[src/rtl/ex_div_seq.sv]
// Iterative restoring divider for EX-stage DIV/DIVU: one quotient bit per cycle,
// returning {remainder, quotient} and requesting a pipeline stall while busy.
module ex_div_seq (
  input  logic        clk,
  input  logic        rst,
  input  logic        signed_div_i,
  input  logic [31:0] opdata1_i,
  input  logic [31:0] opdata2_i,
  input  logic        start_i,
  input  logic        annul_i,
  output logic [63:0] result_o,
  output logic        ready_o,
  output logic        stallreq_o
);

  localparam logic [1:0] FREE   = 2'd0;
  localparam logic [1:0] BUSY   = 2'd1;
  localparam logic [1:0] BYZERO = 2'd2;
  localparam logic [1:0] END    = 2'd3;

  localparam logic [5:0] LAST_CNT = 6'd32;

  logic [1:0]  state;
  logic [5:0]  cnt;

  // Datapath registers: dvd shifts the dividend out MSB-first and the quotient in LSB-first.
  logic [31:0] dvd;
  logic [31:0] rem;
  logic [31:0] dsr;
  logic        neg_q;
  logic        neg_r;

  logic [32:0] partial;
  logic        sub_ok;
  logic [31:0] rem_nxt;
  logic        take_op;
  logic        iterate;

  function automatic logic [31:0] neg_if(input logic [31:0] v, input logic en);
    return en ? (~v + 32'd1) : v;
  endfunction

  function automatic logic [31:0] mag(input logic [31:0] v, input logic sgn);
    return neg_if(v, sgn & v[31]);
  endfunction

  // When the trial subtraction succeeds the true difference is below the
  // divisor, so a 32-bit modular subtract yields it exactly.
  assign partial = {rem, dvd[31]};
  assign sub_ok  = (partial >= {1'b0, dsr});
  assign rem_nxt = sub_ok ? (partial[31:0] - dsr) : partial[31:0];

  assign take_op = (state == FREE) && start_i && !annul_i && (opdata2_i != 32'd0);
  assign iterate = (state == BUSY) && !annul_i && (cnt != LAST_CNT);

  assign stallreq_o = start_i & ~annul_i & ~ready_o;

  always_ff @(posedge clk) begin
    if (rst) begin
      state    <= FREE;
      cnt      <= 6'd0;
      result_o <= 64'd0;
      ready_o  <= 1'b0;
    end else begin
      case (state)
        FREE: begin
          ready_o  <= 1'b0;
          result_o <= 64'd0;
          if (start_i && !annul_i) begin
            if (opdata2_i == 32'd0) begin
              state <= BYZERO;
            end else begin
              state <= BUSY;
              cnt   <= 6'd0;
            end
          end
        end
        BUSY: begin
          if (annul_i) begin
            state    <= FREE;
            cnt      <= 6'd0;
            ready_o  <= 1'b0;
            result_o <= 64'd0;
          end else if (cnt == LAST_CNT) begin
            result_o <= {neg_if(rem, neg_r), neg_if(dvd, neg_q)};
            ready_o  <= 1'b1;
            cnt      <= 6'd0;
            state    <= END;
          end else begin
            cnt <= cnt + 6'd1;
          end
        end
        BYZERO: begin
          result_o <= 64'd0;
          state    <= annul_i ? FREE : END;
        end
        default: begin
          // The divide-by-zero path arrives here with ready still low and raises it now.
          if (!start_i) begin
            state    <= FREE;
            ready_o  <= 1'b0;
            result_o <= 64'd0;
          end else begin
            ready_o <= 1'b1;
          end
        end
      endcase
    end
  end

  always_ff @(posedge clk) begin
    if (take_op) begin
      dvd   <= mag(opdata1_i, signed_div_i);
      dsr   <= mag(opdata2_i, signed_div_i);
      rem   <= 32'd0;
      neg_q <= signed_div_i & (opdata1_i[31] ^ opdata2_i[31]);
      neg_r <= signed_div_i & opdata1_i[31];
    end else if (iterate) begin
      rem <= rem_nxt;
      dvd <= {dvd[30:0], sub_ok};
    end
  end

endmodule

[config.mk]
export PLATFORM = sky130hd
export DESIGN_NAME = ex_div_seq
export DESIGN_NICKNAME = d
export VERILOG_FILES = /design/src/rtl/ex_div_seq.sv
export SDC_FILE = /design/constraint.sdc
export NUM_CORES = 1
export LEC_CHECK = 0
export ABC_AREA = 1
export CAP_MARGIN = 10
export CORE_ASPECT_RATIO = 1.2
export CORE_MARGIN = 1
export CORE_UTILIZATION = 33
export CTS_BUF_LIST = sky130_fd_sc_hd__clkbuf_8
export CTS_CLUSTER_SIZE = 24
export DETAILED_ROUTE_END_ITERATION = 8
export GPL_TIMING_DRIVEN = 1
export SETUP_SLACK_MARGIN = 0.3
export SKIP_LAST_GASP = 1
export SYNTH_ARGS = -nofsm -noshare
export SYNTH_HDL_FRONTEND = slang
export SYNTH_SLANG_ARGS = --single-unit
export TNS_END_PERCENT = 50
[constraint.sdc]
create_clock -name clk -period 2.3 [get_ports clk]
set_input_delay 0.23 -clock clk [delete_from_list [all_inputs] [get_ports clk]]
set_output_delay 0.23 -clock clk [all_outputs]
set_load 0.02 [all_outputs]
==> impl_results.html, run 1 <==
<table>
<tr><th>Metric</th><th>Value</th></tr>
<tr><th colspan="2">Setup path</th></tr>
<tr><td>Start-to-end type of the worst setup path</td><td>reg -&gt; reg</td></tr>
<tr><td>Biggest fanout along the worst timing path</td><td>5</td></tr>
<tr><td>Cell repeated most along the worst path</td><td>sky130_fd_sc_hd__buf_6</td></tr>
<tr><td>Worst R2R Setup Slack</td><td>0.17 ns</td></tr>
<tr><td>CP required</td><td>2.71 ns</td></tr>
<tr><td>Critical path arrival</td><td>2.55 ns</td></tr>
<tr><td>Slowest stage cell on the critical path</td><td>sky130_fd_sc_hd__edfxtp_1</td></tr>
<tr><td>Start of the worst register-to-register path</td><td>dsr[28]</td></tr>
<tr><td>Buf+Inv Stages, Crit Path</td><td>4</td></tr>
<tr><td>Delay of the slowest cell on the worst path</td><td>0.42 ns</td></tr>
<tr><td>Dominant delay contributor by cell family on the critical path</td><td>simple AND/OR/NAND/NOR gates</td></tr>
<tr><td>Capturing element type of the critical path</td><td>flop</td></tr>
<tr><td>Ordered list of cells on the worst path</td><td>inv_2 -&gt; ha_4 -&gt; nand2_4 -&gt; nor2_2 -&gt; nand2_1 -&gt; nor2_1 -&gt; nand2_2 -&gt; nand3b_1 -&gt; a21oi_4 -&gt; buf_6 -&gt; buf_6 -&gt; buf_6 -&gt; nand3_1 -&gt; nand3_1 -&gt; nand2_1</td></tr>
<tr><td>Critical Path Start Type</td><td>flop</td></tr>
<tr><td>Launching element of the worst setup path</td><td>dsr[28]</td></tr>
<tr><th colspan="2">Synth</th></tr>
<tr><td>Area share of the largest cell type after synthesis</td><td>17.06%</td></tr>
<tr><td>Number of instances in the synthesized netlist</td><td>1862</td></tr>
<tr><td>Area share of and/or/nand/nor cells after synthesis</td><td>a little over a third</td></tr>
<tr><td>Main combinational cell family by area after synthesis</td><td>simple AND/OR/NAND/NOR gates</td></tr>
<tr><td>Post-synthesis instance area</td><td>12320 um2</td></tr>
<tr><td>Post-synthesis share of cell area spent on full adders, half adders and majority gates</td><td>4.427%</td></tr>
<tr><td>Mean cell area of the mapped netlist</td><td>6.618 um2</td></tr>
<tr><td>Yosys cell types</td><td>52</td></tr>
<tr><td>Most area-hungry cell type in the Yosys netlist</td><td>sky130_fd_sc_hd__dfxtp_1</td></tr>
<tr><td>Cell types occupying the most area after synthesis</td><td>sky130_fd_sc_hd__dfxtp_1 (17%), sky130_fd_sc_hd__edfxtp_1 (16%), sky130_fd_sc_hd__nand2_1 (16%), sky130_fd_sc_hd__nand3_1 (10%), sky130_fd_sc_hd__inv_1 (7.2%)</td></tr>
<tr><td>EDFF count, synth</td><td>66</td></tr>
<tr><td>Number of synthesized register bits</td><td>between 150 and 200</td></tr>
<tr><td>Top post-synthesis cells by count</td><td>sky130_fd_sc_hd__nand2_1 (527), sky130_fd_sc_hd__nand3_1 (247), sky130_fd_sc_hd__inv_1 (238), sky130_fd_sc_hd__nor2_1 (170), sky130_fd_sc_hd__a21oi_1 (106)</td></tr>
<tr><td>Multiplexer fraction of the synthesized cell area</td><td>0%</td></tr>
<tr><td>Most used standard cell by instance count after synthesis</td><td>sky130_fd_sc_hd__nand2_1</td></tr>
<tr><td>Number of warnings reported in the yosys synthesis log</td><td>0</td></tr>
<tr><td>Post-synthesis async set-or-reset flop share</td><td>0%</td></tr>
<tr><td>Synthesized netlist net count</td><td>1974</td></tr>
<tr><td>Share of synthesized area occupied by flip-flops and latches</td><td>around 33%</td></tr>
<tr><td>Top FF cell, synth</td><td>sky130_fd_sc_hd__dfxtp_1</td></tr>
<tr><td>Compound-Gate Fraction of Synth Area</td><td>10.77%</td></tr>
<tr><td>Xor and xnor fraction of the mapped netlist area</td><td>~5.1%</td></tr>
<tr><th colspan="2">Power and ir drop</th></tr>
<tr><td>Power density of the placed cells</td><td>624.3 nW/um2</td></tr>
<tr><td>Cell internal power dissipation</td><td>between 6 and 7 mW</td></tr>
<tr><td>Total leakage power</td><td>7.756 nW</td></tr>
<tr><td>Total chip power</td><td>approximately 11 mW</td></tr>
<tr><td>Fraction of power spent switching nets</td><td>between 30% and 40%</td></tr>
<tr><td>Clk network pwr share</td><td>22.5%</td></tr>
<tr><td>Total net switching power</td><td>4.270 mW</td></tr>
<tr><td>Sequential share of power</td><td>35.8%</td></tr>
<tr><td>Share of power burned in combinational logic</td><td>a little over two fifths</td></tr>
<tr><td>Largest voltage drop on the vdd net</td><td>0.3180 mV</td></tr>
<tr><th colspan="2">Global routing</th></tr>
<tr><td>Remaining global-route overflow</td><td>0</td></tr>
<tr><td>GR met3 Demand/Resource</td><td>roughly 2.4%</td></tr>
<tr><td>Number of antenna violations at the first check in global routing</td><td>1</td></tr>
<tr><td>Met2 usage</td><td>42.60%</td></tr>
<tr><td>Number of global-route vias before repair</td><td>roughly 13000</td></tr>
<tr><td>Maximum number of pins on one net before global-route repair</td><td>between 60 and 70</td></tr>
<tr><td>GR met1 Demand/Resource</td><td>24.19%</td></tr>
<tr><td>Wire length of the first global-routing pass</td><td>65660 um</td></tr>
<tr><td>Routing layer with the top usage in global route</td><td>met2</td></tr>
<tr><td>Total GRT Usage</td><td>22.23%</td></tr>
<tr><th colspan="2">Floorplan</th></tr>
<tr><td>Initial Utilization</td><td>33.48%</td></tr>
<tr><td>Area enclosed by the die boundary</td><td>about 38000 um2</td></tr>
<tr><td>Top-level I/O count</td><td>135</td></tr>
<tr><td>Count of standard-cell rows</td><td>77</td></tr>
<tr><td>Die width</td><td>178.4 um</td></tr>
<tr><td>Area of the core region</td><td>36800 um2</td></tr>
<tr><td>Height of the die</td><td>213.7 um</td></tr>
<tr><th colspan="2">Drt</th></tr>
<tr><td>WL per Instance</td><td>15.53 um</td></tr>
<tr><td>TritonRoute pass-1 iters</td><td>6</td></tr>
<tr><td>Via total after detailed routing</td><td>13285</td></tr>
<tr><td>Via density per instance</td><td>4.959</td></tr>
<tr><td>Final ANT Viol Nets</td><td>0</td></tr>
<tr><td>Number of violations reported at the end of detailed-routing iteration 0</td><td>between 800 and 900</td></tr>
<tr><td>Wirelength, routed</td><td>41620 um</td></tr>
<tr><td>Number of design rule violations left after detail routing</td><td>0</td></tr>
<tr><th colspan="2">Layout</th></tr>
<tr><td>Fraction of final layout cells sized beyond drive strength 1</td><td>22.87%</td></tr>
<tr><td>Synth-to-Final Area Change</td><td>40.50%</td></tr>
<tr><td>Fillers</td><td>~3700</td></tr>
<tr><td>Post-layout nets</td><td>2303</td></tr>
<tr><td>Footprint of the multi-input gates</td><td>8010 um2</td></tr>
<tr><td>Sequential Area</td><td>4108 um2</td></tr>
<tr><th colspan="2">STA</th></tr>
<tr><td>Final hold violations</td><td>0</td></tr>
<tr><td>Setup violations, final</td><td>0</td></tr>
<tr><td>Final number of max-transition violations</td><td>0</td></tr>
<tr><td>Period utilization</td><td>roughly 93%</td></tr>
<tr><td>Clock period minus worst slack</td><td>2.130 ns</td></tr>
<tr><td>Final setup margin</td><td>0.1698 ns</td></tr>
<tr><td>Highest Clock Rate</td><td>469.4 MHz</td></tr>
<tr><td>Setup Skew</td><td>0.04436 ns</td></tr>
<tr><td>Worst Tran Pin Value</td><td>0.4417 ns</td></tr>
<tr><td>Setup repair after global routing missed its margin</td><td>true</td></tr>
<tr><td>Total Negative Setup Slacks</td><td>0 ns</td></tr>
<tr><td>Max transition margin</td><td>a little over two thirds</td></tr>
<tr><th colspan="2">Clock network</th></tr>
<tr><td>TritonCTS buffer count</td><td>17</td></tr>
<tr><td>Maximum number of buffers from clock root to sink</td><td>2</td></tr>
<tr><td>Root buffer cell</td><td>sky130_fd_sc_hd__clkbuf_8</td></tr>
<tr><td>H-Tree Depth</td><td>4</td></tr>
<tr><td>Clock latency on the worst-skew pair</td><td>0.52 ns</td></tr>
<tr><td>Clock sink count</td><td>171</td></tr>
<tr><td>Post-CTS Hold Fix Bufs</td><td>0</td></tr>
<tr><td>Clock-pin slew on the worst setup and hold paths</td><td>0.14 ns</td></tr>
<tr><td>TritonCTS clock tree</td><td>done</td></tr>
<tr><th colspan="2">Placed design</th></tr>
<tr><td>Gp weighted congestion</td><td>between 0.9 and 1</td></tr>
<tr><td>Worst slack, placed</td><td>-0.1021 ns</td></tr>
<tr><td>Count of buffers from port buffering</td><td>134</td></tr>
<tr><td>HPWL after DPL</td><td>about 32000 um</td></tr>
<tr><th colspan="2">Hold path</th></tr>
<tr><td>Classification of the worst-slack hold path</td><td>in -&gt; reg</td></tr>
<tr><td>Start point of the worst min-delay path</td><td>rst</td></tr>
<tr><th colspan="2">Flow run</th></tr>
<tr><td>Max Cap Violations</td><td>0</td></tr>
<tr><th colspan="2">Status</th></tr>
<tr><td>Run status</td><td>finished, final reports clean</td></tr>
</table>
path summary, 6_finish.rpt:
path	to	cells after the start
setup / recovery	rem[27]	15
hold / removal	result_o[56]	2
setup reg to reg	rem[27]	15
hold reg to reg	result_o[48]	2
repair_timing:
action	CTS	global route
endpoints found under the setup margin	129	137
pin swaps	25	45
resized for setup	145	108
gates cloned	6	1
buffers inserted	10	19
state kept, by name (all words and copies together) (netlist names):
register,cells
state,2
dsr,32
cnt,6
rem,32
neg_r,1
dvd,32
ready_o,1
result_o,64
neg_q,1
final cells by class:
class | count | share of cell area [%]
inverters | 242 | 5.311
clock inverters | 15 | 1.163
multi-input cells | 1397 | 46.26
well taps | 474 | 3.425
flip-flops and latches | 171 | 23.72
repair buffers | 362 | 18.75
clock buffers | 17 | 1.351
diodes | 1 | 0.01445
cell families (layout without fill, tap and decap cells):
group | count (synthesis) | after routing
adder cells (fa/ha/maj) | 43 | 43
AND/OR/NAND/NOR | 1039 | 1043
other | 0 | 1
AO/OA/AOI/OAI | 239 | 239
flip-flops | 171 | 171
buffers and inverters | 298 | 636
XOR/XNOR | 72 | 72
power by group through the flow:
stage / Combinational [mW] / Clock, mW / Sequential (mW)
3_3_place_gp: 3.78 / 0 / 3.89
4_1_cts: 4.20 / 2.47 / 3.85
3_5_place_dp: 3.83 / 0 / 3.90
6_report: 4.51 / 2.43 / 3.87
2_1_floorplan: 2.32 / 0 / 3.91
5_1_grt: 4.96 / 2.59 / 3.91
cell usage in the layout, fill, tap and decap left out, types with 19 or more instances in the layout:
master	Yosys	layout
sky130_fd_sc_hd__nand4_1	22	22
sky130_fd_sc_hd__buf_4	15	209
sky130_fd_sc_hd__xnor2_1	28	26
sky130_fd_sc_hd__clkdlybuf4s50_1	0	133
sky130_fd_sc_hd__edfxtp_1	66	66
sky130_fd_sc_hd__ha_4	0	31
sky130_fd_sc_hd__inv_1	238	201
sky130_fd_sc_hd__xor2_1	44	44
sky130_fd_sc_hd__a21oi_1	106	92
sky130_fd_sc_hd__o21ai_0	82	76
sky130_fd_sc_hd__nand2_1	527	485
sky130_fd_sc_hd__dfxtp_2	0	19
sky130_fd_sc_hd__dfxtp_1	105	86
sky130_fd_sc_hd__nand2_2	4	34
sky130_fd_sc_hd__nor2_1	170	150
sky130_fd_sc_hd__nand3_1	247	227
sky130_fd_sc_hd__inv_2	2	36
worst register-to-register path: cells and delay by family, from the launching register on:
family / cells / cell delay (ns)
buffers and inverters: 4 / 0.45
AO/OA/AOI/OAI: 1 / 0.29
AND/OR/NAND/NOR: 9 / 0.62
adder cells (fa/ha/maj): 1 / 0.23
flip-flops: 1 / 0.42
metrics by stage:
stage	util [%]	area [um2]	hold slack, ns	instances
after floorplan	-	12330	0.3289	1862
after global placement	42.13	15510	0.4559	2610
after detailed placement	42.13	15510	0.4582	2610
after CTS	45.63	16790	0.08253	2658
after global routing	47.05	17310	0.1096	2679
final	47.05	17310	0.1002	2679
layer usage:
layer,wire [um],share of wire (%)
met1,16530,40
met2,21810,52
met3,1475,3.5
met4,1795,4.3
met5,0,0
No activity file was read; power rests on OpenSTA's default activity.
==> run 2: changes to the inputs <==
--- a/config.mk
+++ b/config.mk
@@ -7,6 +7,8 @@
 export LEC_CHECK = 0
 export ABC_AREA = 1
 export CAP_MARGIN = 10
+export CELL_PAD_IN_SITES_DETAIL_PLACEMENT = 1
+export CELL_PAD_IN_SITES_GLOBAL_PLACEMENT = 2
 export CORE_ASPECT_RATIO = 1.2
 export CORE_MARGIN = 1
 export CORE_UTILIZATION = 33
@@ -14,6 +16,7 @@
 export CTS_CLUSTER_SIZE = 24
 export DETAILED_ROUTE_END_ITERATION = 8
 export GPL_TIMING_DRIVEN = 1
+export PLACE_DENSITY_LB_ADDON = 0.1
 export SETUP_SLACK_MARGIN = 0.3
 export SKIP_LAST_GASP = 1
 export SYNTH_ARGS = -nofsm -noshare
==> impl_results.html, run 2 (synthesis gave the netlist of run 1 again) <==
<table>
<tr><th>Metric</th><th>Value</th></tr>
<tr><th colspan="2">Drt</th></tr>
<tr><td>Via total after detailed routing</td><td>13959 (+5.1%)</td></tr>
<tr><td>Via density per instance</td><td>5.080 (+2.4%)</td></tr>
<tr><td>Number of design rule violations left after detail routing</td><td>0 (unchanged)</td></tr>
<tr><td>WL per Instance</td><td>18.36 um (+18%)</td></tr>
<tr><td>Wirelength, routed</td><td>50440 um (+21%)</td></tr>
<tr><td>Number of violations reported at the end of detailed-routing iteration 0</td><td>599 (-31%)</td></tr>
<tr><td>Final ANT Viol Nets</td><td>0 (unchanged)</td></tr>
<tr><td>TritonRoute pass-1 iters</td><td>4 (-2)</td></tr>
<tr><th colspan="2">Floorplan</th></tr>
<tr><td>Initial Utilization</td><td>33.48% (unchanged)</td></tr>
<tr><td>Count of standard-cell rows</td><td>77 (unchanged)</td></tr>
<tr><td>Area enclosed by the die boundary</td><td>38120 um2 (unchanged)</td></tr>
<tr><td>Area of the core region</td><td>36800 um2 (unchanged)</td></tr>
<tr><td>Die width</td><td>178.4 um (unchanged)</td></tr>
<tr><td>Top-level I/O count</td><td>135 (unchanged)</td></tr>
<tr><td>Height of the die</td><td>213.7 um (unchanged)</td></tr>
<tr><th colspan="2">STA</th></tr>
<tr><td>Worst Hold Margin</td><td>0.2398 ns (+0.1396 ns)</td></tr>
<tr><td>Setup Skew</td><td>0.02300 ns (-0.02136 ns)</td></tr>
<tr><td>Highest Clock Rate</td><td>446.1 MHz (-5.0%)</td></tr>
<tr><td>Clock period minus worst slack</td><td>2.242 ns (+0.1114 ns)</td></tr>
<tr><td>Setup repair after global routing missed its margin</td><td>true</td></tr>
<tr><td>Final setup margin</td><td>0.05842 ns (-0.1114 ns)</td></tr>
<tr><td>Setup violations, final</td><td>0 (unchanged)</td></tr>
<tr><td>Final hold violations</td><td>0 (unchanged)</td></tr>
<tr><td>Final number of max-transition violations</td><td>0 (unchanged)</td></tr>
<tr><td>Worst Tran Pin Value</td><td>0.6977 ns (+0.2560 ns)</td></tr>
<tr><td>Total Negative Setup Slacks</td><td>0 ns (unchanged)</td></tr>
<tr><td>Period utilization</td><td>97.46% (+4.8 points)</td></tr>
<tr><td>Max transition margin</td><td>53.49% (-17 points)</td></tr>
<tr><th colspan="2">Clock network</th></tr>
<tr><td>Maximum number of buffers from clock root to sink</td><td>2 (unchanged)</td></tr>
<tr><td>TritonCTS buffer count</td><td>17 (unchanged)</td></tr>
<tr><td>H-Tree Depth</td><td>4 (unchanged)</td></tr>
<tr><td>Clock sink count</td><td>171 (unchanged)</td></tr>
<tr><td>Clock latency on the worst-skew pair</td><td>0.53 ns (about the same)</td></tr>
<tr><td>Post-CTS Hold Fix Bufs</td><td>0 (unchanged)</td></tr>
<tr><td>TritonCTS clock tree</td><td>done</td></tr>
<tr><td>Clock-pin slew on the worst setup and hold paths</td><td>0.10 ns (-0.04 ns)</td></tr>
<tr><td>Root buffer cell</td><td>sky130_fd_sc_hd__clkbuf_8</td></tr>
<tr><th colspan="2">Power and ir drop</th></tr>
<tr><td>Fraction of power spent switching nets</td><td>39.48% (about the same)</td></tr>
<tr><td>Share of power burned in combinational logic</td><td>45.3% (+3.6 points)</td></tr>
<tr><td>Total leakage power</td><td>8.258 nW (+6.5%)</td></tr>
<tr><td>Cell internal power dissipation</td><td>6.665 mW (+1.9%)</td></tr>
<tr><td>Total chip power</td><td>11.01 mW (+1.9%)</td></tr>
<tr><td>Sequential share of power</td><td>35.2% (-0.6 points)</td></tr>
<tr><td>Power density of the placed cells</td><td>599.2 nW/um2 (-4.0%)</td></tr>
<tr><td>Total net switching power</td><td>4.347 mW (+1.8%)</td></tr>
<tr><td>Clk network pwr share</td><td>19.5% (-3.0 points)</td></tr>
<tr><td>Largest voltage drop on the vdd net</td><td>0.4528 mV (+42%)</td></tr>
<tr><th colspan="2">Placed design</th></tr>
<tr><td>Worst slack, placed</td><td>-0.1852 ns (-0.08310 ns)</td></tr>
<tr><td>Area after DPL</td><td>15970 um2 (+3.0%)</td></tr>
<tr><td>Gp weighted congestion</td><td>0.9076 (-3.4%)</td></tr>
<tr><td>HPWL after DPL</td><td>39430 um (+22%)</td></tr>
<tr><td>Count of buffers from port buffering</td><td>134 (unchanged)</td></tr>
<tr><th colspan="2">Global routing</th></tr>
<tr><td>Number of global-route vias before repair</td><td>14720 (+13%)</td></tr>
<tr><td>Total GRT Usage</td><td>26.46% (+4.2 points)</td></tr>
<tr><td>Number of antenna violations at the first check in global routing</td><td>2 (+1)</td></tr>
<tr><td>Remaining global-route overflow</td><td>0 (unchanged)</td></tr>
<tr><td>Maximum number of pins on one net before global-route repair</td><td>40 (-39%)</td></tr>
<tr><td>Wire length of the first global-routing pass</td><td>77070 um (+17%)</td></tr>
<tr><th colspan="2">Setup path</th></tr>
<tr><td>Critical Path Start Type</td><td>flop</td></tr>
<tr><td>Biggest fanout along the worst timing path</td><td>6 (+1)</td></tr>
<tr><td>Capturing element type of the critical path</td><td>flop</td></tr>
<tr><td>CP required</td><td>2.77 ns (+0.06 ns)</td></tr>
<tr><td>Critical path arrival</td><td>2.71 ns (+0.16 ns)</td></tr>
<tr><td>Start-to-end type of the worst setup path</td><td>reg -&gt; reg</td></tr>
<tr><th colspan="2">Layout</th></tr>
<tr><td>Synth-to-Final Area Change</td><td>49.13%</td></tr>
<tr><td>Layout Cell Area excl Fill</td><td>18380 um2 (+6.1%)</td></tr>
<tr><td>Most flop-heavy register</td><td>result_o</td></tr>
<tr><td>Most common library cell in the layout ignoring fill and taps</td><td>sky130_fd_sc_hd__nand2_1</td></tr>
<tr><td>Top library cells by usage in the layout, fill and taps aside</td><td>sky130_fd_sc_hd__nand2_1 (468), sky130_fd_sc_hd__buf_4 (263), sky130_fd_sc_hd__inv_1 (210)</td></tr>
<tr><td>Number of antenna repair diodes</td><td>0 (-1)</td></tr>
<tr><td>Post-layout nets</td><td>2374 (+3.1%)</td></tr>
<tr><td>Fraction of final layout cells sized beyond drive strength 1</td><td>27.40% (+4.5 points)</td></tr>
<tr><td>Flip-flop count of the largest register, all copies and words added</td><td>64 (unchanged)</td></tr>
<tr><th colspan="2">Flow run</th></tr>
<tr><td>Max Cap Violations</td><td>0 (unchanged)</td></tr>
<tr><th colspan="2">Status</th></tr>
<tr><td>Run status</td><td>finished, final reports clean</td></tr>
<tr><th colspan="2">Hold path</th></tr>
<tr><td>Classification of the worst-slack hold path</td><td>in -&gt; reg</td></tr>
</table>
==> run 2: cell types whose count changed in the layout (fill, tap and decap cells not counted), sizes merged, moves of 3 or more <==
cell	before	now
buf	229	298
clkinvlp	3	0
nor2	182	178
inv	248	251
clkbuf	17	24
==> run 2: power groups by stage <==
stage | registers, mW | clock network [mW] | logic [mW]
floorplan | 3.91 | 0 | 2.32
global placement | 3.92 | 0 | 3.99
detailed placement | 3.93 | 0 | 4.10
CTS | 3.86 | 2.23 | 4.50
global route | 3.92 | 2.33 | 5.47
finish | 3.88 | 2.15 | 4.98
==> run 2: layout make-up <==
class	instances	area [um2]
well taps	474	593.1
clock inverters	13	125.1
repair buffers	437	4074
flip-flops and latches	171	4109
fillers	4641	18430
clock buffers	18	247.7
inverters	242	920.9
multi-input cells	1393	8308
==> run 2: final timing paths <==
kind | start | endpoint | slack [ns] | cells past startpoint
setup / recovery | dsr[3] | rem[2] | 0.06 | 17
hold / removal | rst | result_o[60] | 0.24 | 2
setup reg to reg | dsr[3] | rem[2] | 0.06 | 17
hold reg to reg | result_o[48] | result_o[48] | 0.47 | 2
==> run 2: metrics by stage <==
step | std cells | util [%]
final | 2748 | 49.94
after global routing | 2748 | 49.94
after CTS | 2716 | 47.52
after detailed placement | 2662 | 43.40
after global placement | 2662 | 43.40
after floorplan | 1862 | -
==> run 2: routing by layer <==
metal	global-route usage (%)	share of wire, %	wire length, um	up-vias
li1	-	-	-	6867
met1	27.06	38	19110	6779
met2	51.19	55	27730	214
met3	3.688	2.3	1184	95
met4	14.26	4.7	2387	4
met5	0	0.054	27	-
==> run 2: timing repair <==
item | CTS | global route
gates cloned | 4 | 6
resized for setup | 193 | 140
setup buffers | 19 | 26
endpoints found under the setup margin | 117 | 186
pin swaps | 30 | 49
==> run 2: critical path, stage by stage (launching register included) <==
cell	delay, ns
sky130_fd_sc_hd__edfxtp_1	0.40
sky130_fd_sc_hd__inv_2	0.10
sky130_fd_sc_hd__ha_4	0.22
sky130_fd_sc_hd__buf_6	0.13
sky130_fd_sc_hd__nand2_4	0.07
sky130_fd_sc_hd__nor2_4	0.04
sky130_fd_sc_hd__nand2_2	0.06
sky130_fd_sc_hd__nor2_2	0.04
sky130_fd_sc_hd__nand2_2	0.07
sky130_fd_sc_hd__nand3b_1	0.13
sky130_fd_sc_hd__a21oi_4	0.24
sky130_fd_sc_hd__nand2_4	0.10
sky130_fd_sc_hd__buf_12	0.15
sky130_fd_sc_hd__buf_12	0.12
sky130_fd_sc_hd__buf_16	0.14
sky130_fd_sc_hd__nand2_4	0.05
sky130_fd_sc_hd__nand3_2	0.06
sky130_fd_sc_hd__o21ai_1	0.08
